--- config.mk ---
export PLATFORM = sky130hd
export DESIGN_NAME = div_ctrl
export DESIGN_NICKNAME = d
export VERILOG_FILES = /design/src/rtl/div_ctrl_pkg.sv /design/src/rtl/div_ctrl.sv
export SDC_FILE = /design/constraint.sdc
export NUM_CORES = 1
export LEC_CHECK = 0
export CORE_ASPECT_RATIO = 0.7
export CORE_MARGIN = 8
export CORE_UTILIZATION = 44
export DETAILED_ROUTE_END_ITERATION = 10
export HOLD_SLACK_MARGIN = 0.03
export PLACE_DENSITY = 0.85
export SLEW_MARGIN = 0
export SYNTH_ARGS = -nofsm -noshare
export SYNTH_HDL_FRONTEND = slang
export SYNTH_SLANG_ARGS = --single-unit
--- constraint.sdc ---
create_clock -name clk -period 4.3 [get_ports clk]
set_clock_uncertainty 0.15 [all_clocks]
set_input_delay 0.86 -clock clk [delete_from_list [all_inputs] [get_ports clk]]
set_output_delay 0.86 -clock clk [all_outputs]
set_load 0.01 [all_outputs]
--- src/rtl/div_ctrl_pkg.sv ---
// Shared opcodes, widths and state encodings for the EX-stage divide sequencer.
package div_ctrl_pkg;
  localparam int REG_W      = 32;
  localparam int DREG_W     = 64;
  localparam int ALUOP_W    = 8;
  localparam int ABORT_CYCLES = 2;

  localparam logic [ALUOP_W-1:0] EXE_DIV_OP  = 8'b00011010;
  localparam logic [ALUOP_W-1:0] EXE_DIVU_OP = 8'b00011011;

  typedef enum logic [1:0] {
    DivCtrlIdle  = 2'b00,
    DivCtrlBusy  = 2'b01,
    DivCtrlDone  = 2'b10,
    DivCtrlAbort = 2'b11
  } div_ctrl_state_e;

  function automatic logic is_div_op(input logic [ALUOP_W-1:0] op);
    return (op == EXE_DIV_OP) || (op == EXE_DIVU_OP);
  endfunction
endpackage

--- src/rtl/div_ctrl.sv ---
// Requester-side sequencer for the multicycle divider: launches DIV/DIVU,
// stalls the pipeline until the result returns, then drives HI/LO write-back.
module div_ctrl
  import div_ctrl_pkg::*;
(
  input  logic               clk,
  input  logic               rst,
  input  logic [ALUOP_W-1:0] aluop_i,
  input  logic [REG_W-1:0]   reg1_i,
  input  logic [REG_W-1:0]   reg2_i,
  input  logic               flush_i,
  input  logic               stall_i,
  input  logic [DREG_W-1:0]  div_result_i,
  input  logic               div_ready_i,
  output logic [REG_W-1:0]   div_opdata1_o,
  output logic [REG_W-1:0]   div_opdata2_o,
  output logic               div_start_o,
  output logic               signed_div_o,
  output logic               div_annul_o,
  output logic               stallreq_o,
  output logic               whilo_o,
  output logic [REG_W-1:0]   hi_o,
  output logic [REG_W-1:0]   lo_o
);

  div_ctrl_state_e   state;
  logic [DREG_W-1:0] res_q;
  logic [1:0]        abort_cnt;
  logic              is_div;

  assign is_div = is_div_op(aluop_i);

  always_ff @(posedge clk or negedge rst) begin
    if (!rst) begin
      state         <= DivCtrlIdle;
      div_opdata1_o <= '0;
      div_opdata2_o <= '0;
      div_start_o   <= 1'b0;
      signed_div_o  <= 1'b0;
      res_q         <= '0;
      abort_cnt     <= '0;
    end else begin
      case (state)
        DivCtrlIdle: begin
          if (is_div && !flush_i) begin
            div_opdata1_o <= reg1_i;
            div_opdata2_o <= reg2_i;
            signed_div_o  <= (aluop_i == EXE_DIV_OP);
            div_start_o   <= 1'b1;
            state         <= DivCtrlBusy;
          end
        end
        DivCtrlBusy: begin
          if (flush_i) begin
            div_start_o <= 1'b0;
            abort_cnt   <= '0;
            state       <= DivCtrlAbort;
          end else if (div_ready_i) begin
            res_q       <= div_result_i;
            div_start_o <= 1'b0;
            state       <= DivCtrlDone;
          end
        end
        DivCtrlDone: begin
          if (flush_i || !stall_i) state <= DivCtrlIdle;
        end
        DivCtrlAbort: begin
          // Annul is held long enough for the divider to leave any of its states
          if (abort_cnt == 2'(ABORT_CYCLES - 1)) state <= DivCtrlIdle;
          else abort_cnt <= abort_cnt + 2'd1;
        end
        default: state <= DivCtrlIdle;
      endcase
    end
  end

  always_comb begin
    stallreq_o  = 1'b0;
    div_annul_o = 1'b0;
    whilo_o     = 1'b0;
    hi_o        = '0;
    lo_o        = '0;
    case (state)
      DivCtrlIdle:  stallreq_o = is_div && !flush_i;
      DivCtrlBusy: begin
        stallreq_o  = !flush_i;
        div_annul_o = flush_i;
      end
      DivCtrlDone: begin
        whilo_o = !flush_i;
        hi_o    = res_q[DREG_W-1:REG_W];
        lo_o    = res_q[REG_W-1:0];
      end
      DivCtrlAbort: div_annul_o = 1'b1;
      default: ;
    endcase
    // The IDLE stall request depends on aluop_i, so mask it while reset is held
    if (!rst) stallreq_o = 1'b0;
  end

endmodule

# Word-level counts from Yosys, hierarchy flattened
# Cells that the tools add are included.
classes:
  n_addsub: 1
  mux: 19
  magnitude_cmp: 0
  n_reduce_logical: 13
  bitwise_logic: 1
  shift: 0
  eq_ne: 12
  div: 0
  n_mul: 0
op_table:
  columns: ["cell", "n"]
  rows:
  - ["$mux 32", 2]
  - ["$eq 8x5->1 const B", 2]
  - ["$mux 2", 7]
  - ["$ne 2x2->1 const B", 5]
  - ["$reduce_and 3->1", 3]
  - ["$pmux 2 s4", 1]
  - ["$pmux 1 s2", 3]
  - ["$mux 1", 5]
  - ["$eq 2x1->1 const B", 2]
  - ["$eq 2x2->1 const B", 2]
  - ["$pmux 2 s2", 1]
  - ["$reduce_and 4->1", 1]
  - ["$reduce_bool 2->1", 2]
  - ["$ne 3x3->1 const B", 1]
  - ["$add 2x1->2 const B", 1]
  - ["$logic_not 1->1", 2]
  - ["$logic_not 2->1", 1]
  - ["$logic_or 1x1->1", 2]
  - ["$reduce_and 2->1", 1]
  - ["$logic_and 1x1->1", 1]
  - ["$not 1->1", 1]
totals:
  inputBits: 141
  mem_bits_ro: 0
  wordCells: 53
  output_inout_bits: 133
  ramBits: 0
  reg_bits: 134
  latch_bits: 0
  n_memories: 0

# Depth between registers and ports, before layout
# Gate-level depths: netlist (run 1).
depth:
  word_depth: 5
  ltp_mapped: 6
  ltp_nobuf: 5

# Worst setup path before layout (run 1)
# Ideal clock, no wire load.
synth_path:
  kind: "in2out"
  from: "input port aluop_i[5]"
  to: "output port stallreq_o"
  path_slack_ns: 1.610
  path_buffers: 0
  arrival_time_ns: 1.680
  cell_stages: 3
  path_cell_list: "or4b_4 nor2_1 o211a_1"
synth_via:
  elab_chain_cells: 5
  word_cells_on_any_way: 6
  classes_between: "eq/ne: 2; mux: 2; reduce/logical: 2"
synth_lines:
  columns: ["element", "line_no", "text"]
  rows:
  - ["from (decl)", "div_ctrl.sv:8", "input logic [ALUOP_W-1:0] aluop_i,"]
  - ["$eq 8x5->1", "div_ctrl_pkg.sv:19", "return (op == EXE_DIV_OP) || (op == EXE_DIVU_OP);"]
  - ["$logic_or 1x1->1 (*)", "div_ctrl_pkg.sv:19", null]
  - ["$logic_and 1x1->1 (*)", "div_ctrl.sv:84", "DivCtrlIdle: stallreq_o = is_div && !flush_i;"]
  - ["$pmux 1 s2 (*)", "div_ctrl.sv:83", "case (state)"]
  - ["$mux 1 (*)", "div_ctrl.sv:98", "if (!rst) stallreq_o = 1'b0;"]
  - ["to (decl)", "div_ctrl.sv:20", "output logic stallreq_o,"]
# Mark *: on every way between the ends. The rest lies on a longest branch, timed or not.

# Worst setup path in the final report (run 1)
layout_path:
  from: "input port aluop_i[4]"
  to: "output port stallreq_o"
# The elaborated chain is that of the path after synthesis.

==> run_results.csv, run 1 <==
group,metric,value,unit
sta,period_share,0.867,
clocking,postCtsHoldBufs,0,
layout,multi_input_area,2070,sq um
clocking,post_cts_buffers,0,
sta,finalWorstSetupSlack,571,ps
route,num_vias,4007,
sta,tns,0,ps
floorplanning,dieArea,16500,sq um
synth,ys_types,27,
synth,ys_async_sr_fraction,1.00,
sta,min_period,3730,ps
worst_setup_path,regToRegSetupSlack,1950,ps
layout,fin_nets,799,
sta,hold_viol,0,
worst_setup_path,worst_path_most_repeated_cell,"clkdlybuf4s50_1",
global_route,gr-total-overflow,0,
floorplanning,boundaryPins,274,
synth,synthFlopType,"dfrtp_1",
layout,regArea,3350,sq um
worst_hold_path,min_path_type,"reg2reg",
worst_setup_path,worstReg2RegStart,"state[1]",
global_route,track_usage,0.192,
floorplanning,start_util,0.449,
clocking,cts_resized,0,
worst_setup_path,endpoint,"stallreq_o",
worst_setup_path,crit_start,"aluop_i[4]",
sta,hold-worst-slack,333,ps
worst_setup_path,critPathSlowestCell,"clkdlybuf4s50_1",
worst_setup_path,path_cells,"clkdlybuf4s50_1 > or4b_4 > nor2_1 > o211a_1 > clkdlybuf4s50_1",
clocking,cts_tree,"done",
global_route,grt_pass1_wl,24500,um
worst_setup_path,crit_type,"in2out",
power,power_density,455,nW/um^2
clocking,clk_path_buf_depth,2,
clocking,h-tree-depth,4,
placement,placed_cell_area,8430,sq um
synth,synth_area_leaders,"dfrtp_1, mux2_2, mux2_1, and2_1, buf_2",
route,postRouteAntennaNets,0,
clocking,clkTransAtPathRegs,60,ps
outcome,outcome,"complete, no violations",
route,drt_iter0_markers,115,
synth,yosysSeqAreaShare,0.606,
worst_setup_path,critPathArrivalTime,2720,ps
sta,slew-limit-headroom,0.317,
floorplanning,rows,34,
clocking,cts_buffers,17,
global_route,first_global_vias,4470,
floorplanning,dieWidth,150,um
floorplanning,fp.dieH,110,um
placement,gp_congestion,0.725,
worst_setup_path,worst-path-buf-inv,2,
flow_run,drv_cap,0,
layout,drive_gt1_frac,0.196,
clocking,cts_root_buffer,"clkbuf_16",
sta,worst_slew_pin_slew,1020,ps
route,via_per_inst,4.82,
route,firstDrtPassIters,4,
worst_setup_path,end_kind,"output pin",
layout,n_antenna_cell,0,
floorplanning,coreArea,12300,sq um
synth,yosysTopAreaCell,"dfrtp_1",
placement,place_hpwl,12000,um
worst_setup_path,path_delay_family,"buffers and inverters",
placement,portBuffers,273,
layout,filler_cell_count,813,
route,routed_wl,16000,um
worst_setup_path,r2r_cells,4,
worst_setup_path,rr_endpoint,"div_opdata2_o[4]",
worst_setup_path,cp-start-kind,"input port",
global_route,antenna_found_initial,0,
sta,setup_viol,0,
global_route,grt_start_max_net_pins,82,
layout,stdcell_area,9030,sq um
synth,syn_avg_cell_area,14.5,sq um
worst_setup_path,crit_fanout,3,
route,drc,0,
sta,fmax,0.268,GHz
synth,yosysWarnings,0,
clocking,clock_latency,390,ps
synth,synth_top_area_frac,0.606,
synth,ys_seq_elements,134,
power,p_leak,4.12,nW
synth,synth_fp_nets,523,
sta,slew_violations,0,
synth,synth_area,5530,sq um
sta,rsz0062_at_grt,"no",
worst_setup_path,slowest_delay,560,ps
route,drt-wirelength-per-cell,19.2,um
worst_setup_path,cp.depth,5,
clocking,clock_sinks,134,
synth,synth-edff-count,0,
power,peakVddDrop,331,uV
synth,synthCells,381,
worst_setup_path,crit_required,3290,ps
placement,dpl_worst_slack,561,ps
layout,synthToLayoutAreaGrowth,63.2,%
power breakdown:
group,switching (W),internal (W),total [W]
clock,0.000563,0.000921,0.00148
sequential,0.000155,0.00157,0.00173
combinational,0.000322,0.000573,0.000895
cells by family (layout without fill, tap and decap cells):
| group | after synthesis | after routing | synth area share |
|---|---|---|---|
| AOI/OAI and AO/OA | 11 | 11 | 0.0129 |
| adders and majority gates | 1 | 1 | 0.00226 |
| buffers and inverters | 25 | 314 | 0.0251 |
| DFF | 134 | 134 | 0.606 |
| muxes | 129 | 129 | 0.262 |
| and+or+nand+nor | 81 | 81 | 0.0916 |
worst reg2reg max path, stage by stage (launching register included):
cell and delay [ps]:
dfrtp_1 510, or3_1 470, nor3_4 150, buf_4 550, mux2_2 430
synthesized netlist by cell type, drive strengths merged (2+ instances only):
| cell type | number |
|---|---|
| a22o | 2 |
| and2 | 64 |
| buf | 14 |
| clkbuf | 8 |
| dfrtp | 134 |
| inv | 3 |
| mux2 | 128 |
| nand2 | 3 |
| nand2b | 2 |
| nor2 | 3 |
| nor2b | 3 |
| nor3 | 2 |
| o21ai | 5 |
cell type report:
cell class / count / area share
Tap cell: 162 / 0.0224
Inverter: 3 / 0.00125
Sequential cell: 134 / 0.371
Multi-Input combinational cell: 222 / 0.229
Clock inverter: 13 / 0.0193
Timing Repair Buffer: 279 / 0.309
Clock buffer: 19 / 0.0479
per-layer routing:
metal,track usage,part of all wire
met5,0,0
met4,0.0689,0.019
met3,0.0831,0.10
met2,0.328,0.50
met1,0.212,0.38
sequential cells by signal (all words and copies together), names as in the netlist:
register	cells
res_q	64
div_opdata1_o	32
div_opdata2_o	32
abort_cnt	2
state	2
div_start_o	1
signed_div_o	1
cells in the final DEF, fill, tap and decap left out, types with 2 or more instances in the layout:
master and n:
clkdlybuf4s50_1 272, dfrtp_1 134, mux2_2 90, and2_1 64
mux2_1 38, clkbuf_16 17, buf_4 6, o21ai_0 5
clkinv_4 5, inv_1 3, nor2_1 3, nand2_1 3
bufinv_16 3, clkinvlp_4 3, nor2b_1 2, nand2b_1 2
a22o_1 2, clkbuf_1 2, inv_6 2
metrics by stage:
stage           util  total power (W)  cells
2_1_floorplan      -          0.00213    381
3_3_place_gp   0.683          0.00260    800
5_1_grt        0.732          0.00431    832
3_5_place_dp   0.683          0.00266    800
4_1_cts        0.732          0.00416    832
6_report       0.732          0.00411    832
worst min-delay path by stage:
stage | startpoint | end | slack, ps | cells past startpoint
final | div_opdata1_o[17] | div_opdata1_o[17] | 330 | 1
after global routing | div_opdata2_o[28] | div_opdata2_o[28] | 340 | 1
after CTS | div_opdata2_o[28] | div_opdata2_o[28] | 340 | 1
after detailed placement | div_opdata2_o[28] | div_opdata2_o[28] | 320 | 1
after global placement | div_opdata1_o[15] | div_opdata1_o[15] | 320 | 1
after floorplan | res_q[0] | res_q[0] | 320 | 1
(Power assumes the default switching activity.)
==> run 2, diff against run 1 <==
--- a/config.mk
+++ b/config.mk
@@ -10,7 +10,7 @@
 export CORE_UTILIZATION = 44
 export DETAILED_ROUTE_END_ITERATION = 10
 export HOLD_SLACK_MARGIN = 0.03
-export PLACE_DENSITY = 0.85
+export PLACE_DENSITY = 0.87
 export SLEW_MARGIN = 0
 export SYNTH_ARGS = -nofsm -noshare
 export SYNTH_HDL_FRONTEND = slang
==> run 2 against run 1 <==
  * Clock-buffer cell count fell by 1
  * Die area did not move
  * Cell area fell by 0.33%
  * First-iteration DRC count rose by 7.8%
  * Critical endpoint unchanged
  * Largest cell class unchanged
==> run_results.csv, run 2 (synthesized netlist as in run 1, its figures left out) <==
group,metric,value,unit
clocking,postCtsHoldBufs,0,
layout,n_antenna_cell,0,
worst_setup_path,crit_required,3290,ps
worst_setup_path,cp-start-kind,"input port",
floorplanning,boundaryPins,274,
placement,place_hpwl,12000,um
global_route,grt_start_max_net_pins,81,
flow_run,drv_cap,0,
sta,hold_viol,0,
layout,top_regs,"res_q x64, div_opdata1_o x32, div_opdata2_o x32",
placement,placed_cell_area,8410,sq um
clocking,post_cts_buffers,0,
sta,fmax,0.275,GHz
route,via_per_inst,4.79,
clocking,cts_root_buffer,"clkbuf_16",
placement,dpl_worst_slack,666,ps
layout,synthToLayoutAreaGrowth,62.7,%
floorplanning,fp.dieH,110,um
floorplanning,start_util,0.449,
route,postRouteAntennaNets,0,
sta,slew_violations,0,
route,drt-wirelength-per-cell,18.9,um
worst_setup_path,rr_endpoint,"res_q[33]",
clocking,cts_resized,0,
global_route,gr-total-overflow,0,
worst_setup_path,crit_type,"in2out",
floorplanning,dieWidth,150,um
route,drc,0,
route,routed_wl,15700,um
route,num_vias,3974,
sta,tns,0,ps
placement,portBuffers,273,
global_route,track_usage,0.189,
worst_setup_path,crit_fanout,3,
route,drt_iter0_markers,124,
worst_setup_path,worstReg2RegStart,"state[1]",
worst_setup_path,regToRegSetupSlack,2020,ps
floorplanning,dieArea,16500,sq um
sta,period_share,0.846,
worst_setup_path,r2r_cells,3,
layout,stdcell_area,9000,sq um
power,power_density,451,nW/um^2
global_route,first_global_vias,4532,
worst_setup_path,end_kind,"output pin",
power,p_leak,4.11,nW
global_route,antenna_found_initial,0,
sta,worst_slew_pin_slew,1010,ps
sta,rsz0062_at_grt,"no",
worst_setup_path,critPathArrivalTime,2630,ps
global_route,grt_pass1_wl,24100,um
clocking,cts_buffers,17,
clocking,clock_latency,390,ps
sta,slew-limit-headroom,0.324,
layout,drive_gt1_frac,0.193,
clocking,clk_path_buf_depth,2,
layout,largest_register,"res_q",
sta,finalWorstSetupSlack,660,ps
placement,gp_congestion,0.774,
clocking,h-tree-depth,4,
floorplanning,coreArea,12300,sq um
clocking,clock_sinks,134,
power,peakVddDrop,357,uV
layout,mostFrequentLayoutCells,"clkdlybuf4s50_1, dfrtp_1, mux2_2",
layout,fin_nets,797,
worst_hold_path,min_path_type,"in2async",
floorplanning,rows,34,
clocking,cts_tree,"done",
sta,min_period,3640,ps
layout,largest_reg_flops,64,
layout,mostFrequentLayoutCell,"clkdlybuf4s50_1",
clocking,clkTransAtPathRegs,60,ps
sta,setup_viol,0,
route,firstDrtPassIters,4,
outcome,outcome,"complete, no violations",
run 2: cell count changes in the layout (fill, tap and decap cells not counted):
cell	previous run	this run
buf_4	6	3
buf_6	0	1
clkbuf_1	2	1
clkinv_2	0	4
clkinv_4	5	3
inv_6	2	0
run 2: cell type report:
cell class / count / area (sq um)
Timing Repair Buffer: 277 / 2780
Sequential cell: 134 / 3350
Fill cell: 858 / 3330
Inverter: 3 / 11.3
Tap cell: 162 / 203
Clock buffer: 18 / 429
Clock inverter: 13 / 159
Multi-Input combinational cell: 222 / 2070
run 2: layer usage:
metal | vias to the layer above | GRT usage | part of all wire
met1 | 1922 | 0.198 | 0.36
met4 | 0 | 0.0817 | 0.027
met2 | 166 | 0.334 | 0.51
met5 | - | 0 | 0
li1 | 1857 | - | -
met3 | 29 | 0.0773 | 0.098
run 2: critical path: stages:
cell and delay [ps]:
clkdlybuf4s50_1 410, or4b_4 550, nor2_1 130, o211a_1 140
clkdlybuf4s50_1 530
run 2: how the worst max path moves through the flow:
stage	from	cells past startpoint	endpoint	slack, ps
after floorplan	aluop_i[5]	3	stallreq_o	1610
after global placement	aluop_i[5]	5	stallreq_o	670
final	aluop_i[7]	5	stallreq_o	660
after CTS	aluop_i[5]	5	stallreq_o	660
after detailed placement	aluop_i[5]	5	stallreq_o	670
after global routing	aluop_i[5]	5	stallreq_o	620
run 2: through the flow:
| stage | std cells | power (W) | util | hold slack (ps) |
|---|---|---|---|---|
| 2_1_floorplan | 381 | 0.00213 | - | 322 |
| 3_3_place_gp | 798 | 0.00260 | 0.682 | 316 |
| 3_5_place_dp | 798 | 0.00266 | 0.682 | 325 |
| 4_1_cts | 829 | 0.00411 | 0.730 | 273 |
| 5_1_grt | 829 | 0.00427 | 0.730 | 298 |
| 6_report | 829 | 0.00406 | 0.730 | 267 |
run 2: report_power, final:
group / internal (W) / switching (W)
registers: 0.00157 / 0.000159
logic: 0.000573 / 0.000322
clock network: 0.000906 / 0.000526
==> run 3, diff against run 2 <==
--- a/config.mk
+++ b/config.mk
@@ -7,10 +7,10 @@
 export LEC_CHECK = 0
 export CORE_ASPECT_RATIO = 0.7
 export CORE_MARGIN = 8
-export CORE_UTILIZATION = 44
+export CORE_UTILIZATION = 41
 export DETAILED_ROUTE_END_ITERATION = 10
 export HOLD_SLACK_MARGIN = 0.03
-export PLACE_DENSITY = 0.87
+export PLACE_DENSITY = 0.81
 export SLEW_MARGIN = 0
 export SYNTH_ARGS = -nofsm -noshare
 export SYNTH_HDL_FRONTEND = slang
==> constraint.sdc (replaced) <==
create_clock -name clk -period 3.75 [get_ports clk]
set_clock_uncertainty 0.15 [all_clocks]
set_input_delay 0.75 -clock clk [delete_from_list [all_inputs] [get_ports clk]]
set_output_delay 0.75 -clock clk [all_outputs]
set_load 0.01 [all_outputs]
==> run 3 against run 2 <==
  * Via count up 0.13%
  * Utilization fell by 4.3 points
  * Clock power is 15% higher
  * Cell area increased by 0.60%
  * Cell count increased by 3.1%
  * Power grew 15%
  * Non-clock buffer count up 1
  * Sequential share of layout area shrank 0.22 points
  * Critical path type unchanged
  * Largest cell class unchanged
==> run_results.csv, run 3 (synthesized netlist as in run 1, its figures left out) <==
group,metric,value,unit
layout,largest_register,"res_q",
power,peakVddDrop,335,uV
placement,dpl_worst_slack,310,ps
clocking,post_cts_buffers,0,
power,switching_power,0.00119,W
route,routed_wl,16000,um
clocking,clock_latency,400,ps
layout,filler_cell_count,966,
route,postRouteAntennaNets,0,
worst_setup_path,end_kind,"output pin",
power,total_power,0.00465,W
sta,fmax,0.292,GHz
outcome,outcome,"complete, no violations",
global_route,track_usage,0.183,
layout,mostFrequentLayoutCell,"clkdlybuf4s50_1",
layout,fin_util,0.687,
clocking,clkTransAtPathRegs,60,ps
clocking,cts_tree,"done",
worst_setup_path,cp-start-kind,"input port",
placement,placed_cell_area,8460,sq um
floorplanning,boundaryPins,274,
global_route,first_global_vias,4477,
floorplanning,fp.dieH,113,um
sta,rsz0062_at_grt,"no",
sta,setup_viol,0,
power,p_int,0.00347,W
global_route,grt_start_max_net_pins,70,
layout,drive_gt1_frac,0.194,
global_route,gr-total-overflow,0,
route,num_vias,3979,
sta,tns,0,ps
clocking,clock_sinks,134,
floorplanning,start_util,0.420,
power,seq_power_share,0.425,
layout,largest_reg_flops,64,
floorplanning,rows,35,
route,firstDrtPassIters,4,
floorplanning,coreArea,13200,sq um
clocking,cts_root_buffer,"clkbuf_16",
layout,mostFrequentLayoutCells,"clkdlybuf4s50_1, dfrtp_1, mux2_2",
power,p_leak,4.11,nW
floorplanning,dieArea,17500,sq um
global_route,grt_pass1_wl,24900,um
power,p_clk_frac,0.354,
clocking,cts_resized,0,
placement,portBuffers,273,
sta,slew_violations,0,
layout,stdcell_area,9060,sq um
sta,slew-limit-headroom,0.418,
flow_run,drv_cap,0,
floorplanning,dieWidth,155,um
clocking,clk_path_buf_depth,2,
worst_setup_path,critPathArrivalTime,2530,ps
worst_hold_path,min_path_type,"reg2reg",
layout,synthToLayoutAreaGrowth,63.6,%
route,via_per_inst,4.65,
sta,hold_viol,0,
route,drt-wirelength-per-cell,18.8,um
power,swShare,0.255,
global_route,antenna_found_initial,1,
worst_setup_path,crit_type,"in2out",
worst_setup_path,crit_fanout,3,
layout,top_regs,"res_q x64, div_opdata1_o x32, div_opdata2_o x32",
sta,finalWorstSetupSlack,324,ps
placement,place_hpwl,12100,um
power,p_comb_frac,0.221,
power,power_density,514,nW/um^2
layout,fin_nets,798,
clocking,postCtsHoldBufs,0,
route,drc,0,
sta,min_period,3430,ps
clocking,cts_buffers,17,
placement,gp_congestion,0.746,
sta,period_share,0.914,
clocking,h-tree-depth,4,
worst_setup_path,crit_required,2850,ps
sta,worst_slew_pin_slew,873,ps
route,drt_iter0_markers,109,
## run 3: changes by cell type in the layout (fill, tap and decap cells not counted), sizes merged
| cell | delta |
|---|---|
| buf | +1 |
| bufinv | -1 |
| clkbuf | +2 |
| clkinv | -4 |
| diode | +1 |
| inv | +4 |
## run 3: power groups by stage
| stage | clock network [W] | registers (W) | logic (W) |
|---|---|---|---|
| 2_1_floorplan | 0 | 0.00198 | 0.000463 |
| 3_3_place_gp | 0 | 0.00197 | 0.00101 |
| 3_5_place_dp | 0 | 0.00200 | 0.00104 |
| 4_1_cts | 0.00169 | 0.00198 | 0.00105 |
| 5_1_grt | 0.00175 | 0.00202 | 0.00111 |
| 6_report | 0.00165 | 0.00198 | 0.00103 |
## run 3: worst paths after layout
| path | startpoint | endpoint | slack (ps) | cells after the start |
|---|---|---|---|---|
| worst min-delay path | div_opdata2_o[28] | div_opdata2_o[28] | 330 | 1 |
| min in group asynchronous | rst | res_q[30] | 410 | 2 |
| worst max-delay path | aluop_i[5] | stallreq_o | 320 | 5 |
| worst max register to register | state[1] | div_opdata2_o[20] | 1490 | 4 |
| max in group asynchronous | rst | res_q[53] | 1660 | 3 |
| worst min register to register | div_opdata2_o[28] | div_opdata2_o[28] | 330 | 1 |
## run 3: per-layer routing
metal / GRT usage / wire length (um) / vias up
met2: 0.317 / 8170 / 162
met5: 0 / 0 / -
met3: 0.0807 / 1460 / 21
met4: 0.0683 / 333 / 0
li1: - / - / 1855
met1: 0.195 / 6080 / 1941
## run 3: per-stage QoR
stage / instances / hold slack [ps]
floorplan: 381 / 304
global placement: 822 / 316
detailed placement: 822 / 324
CTS: 854 / 338
global route: 855 / 347
finish: 855 / 332
## run 3: final cells by class
type                    count  area (sq um)  share of cell area
multi-input cells         222          2070               0.229
clock inverters            12           144              0.0159
repair buffers            278          2800               0.309
diodes                      1          2.50            0.000276
flip-flops and latches    134          3350               0.370
well taps                 185           231              0.0256
inverters                   3          11.3             0.00124
clock buffers              20           447              0.0493
## run 3: worst max-delay path, cell delays in order
cell	delay, ps
clkdlybuf4s50_1	400
or4b_4	560
nor2_1	140
o211a_1	140
clkdlybuf4s50_1	540
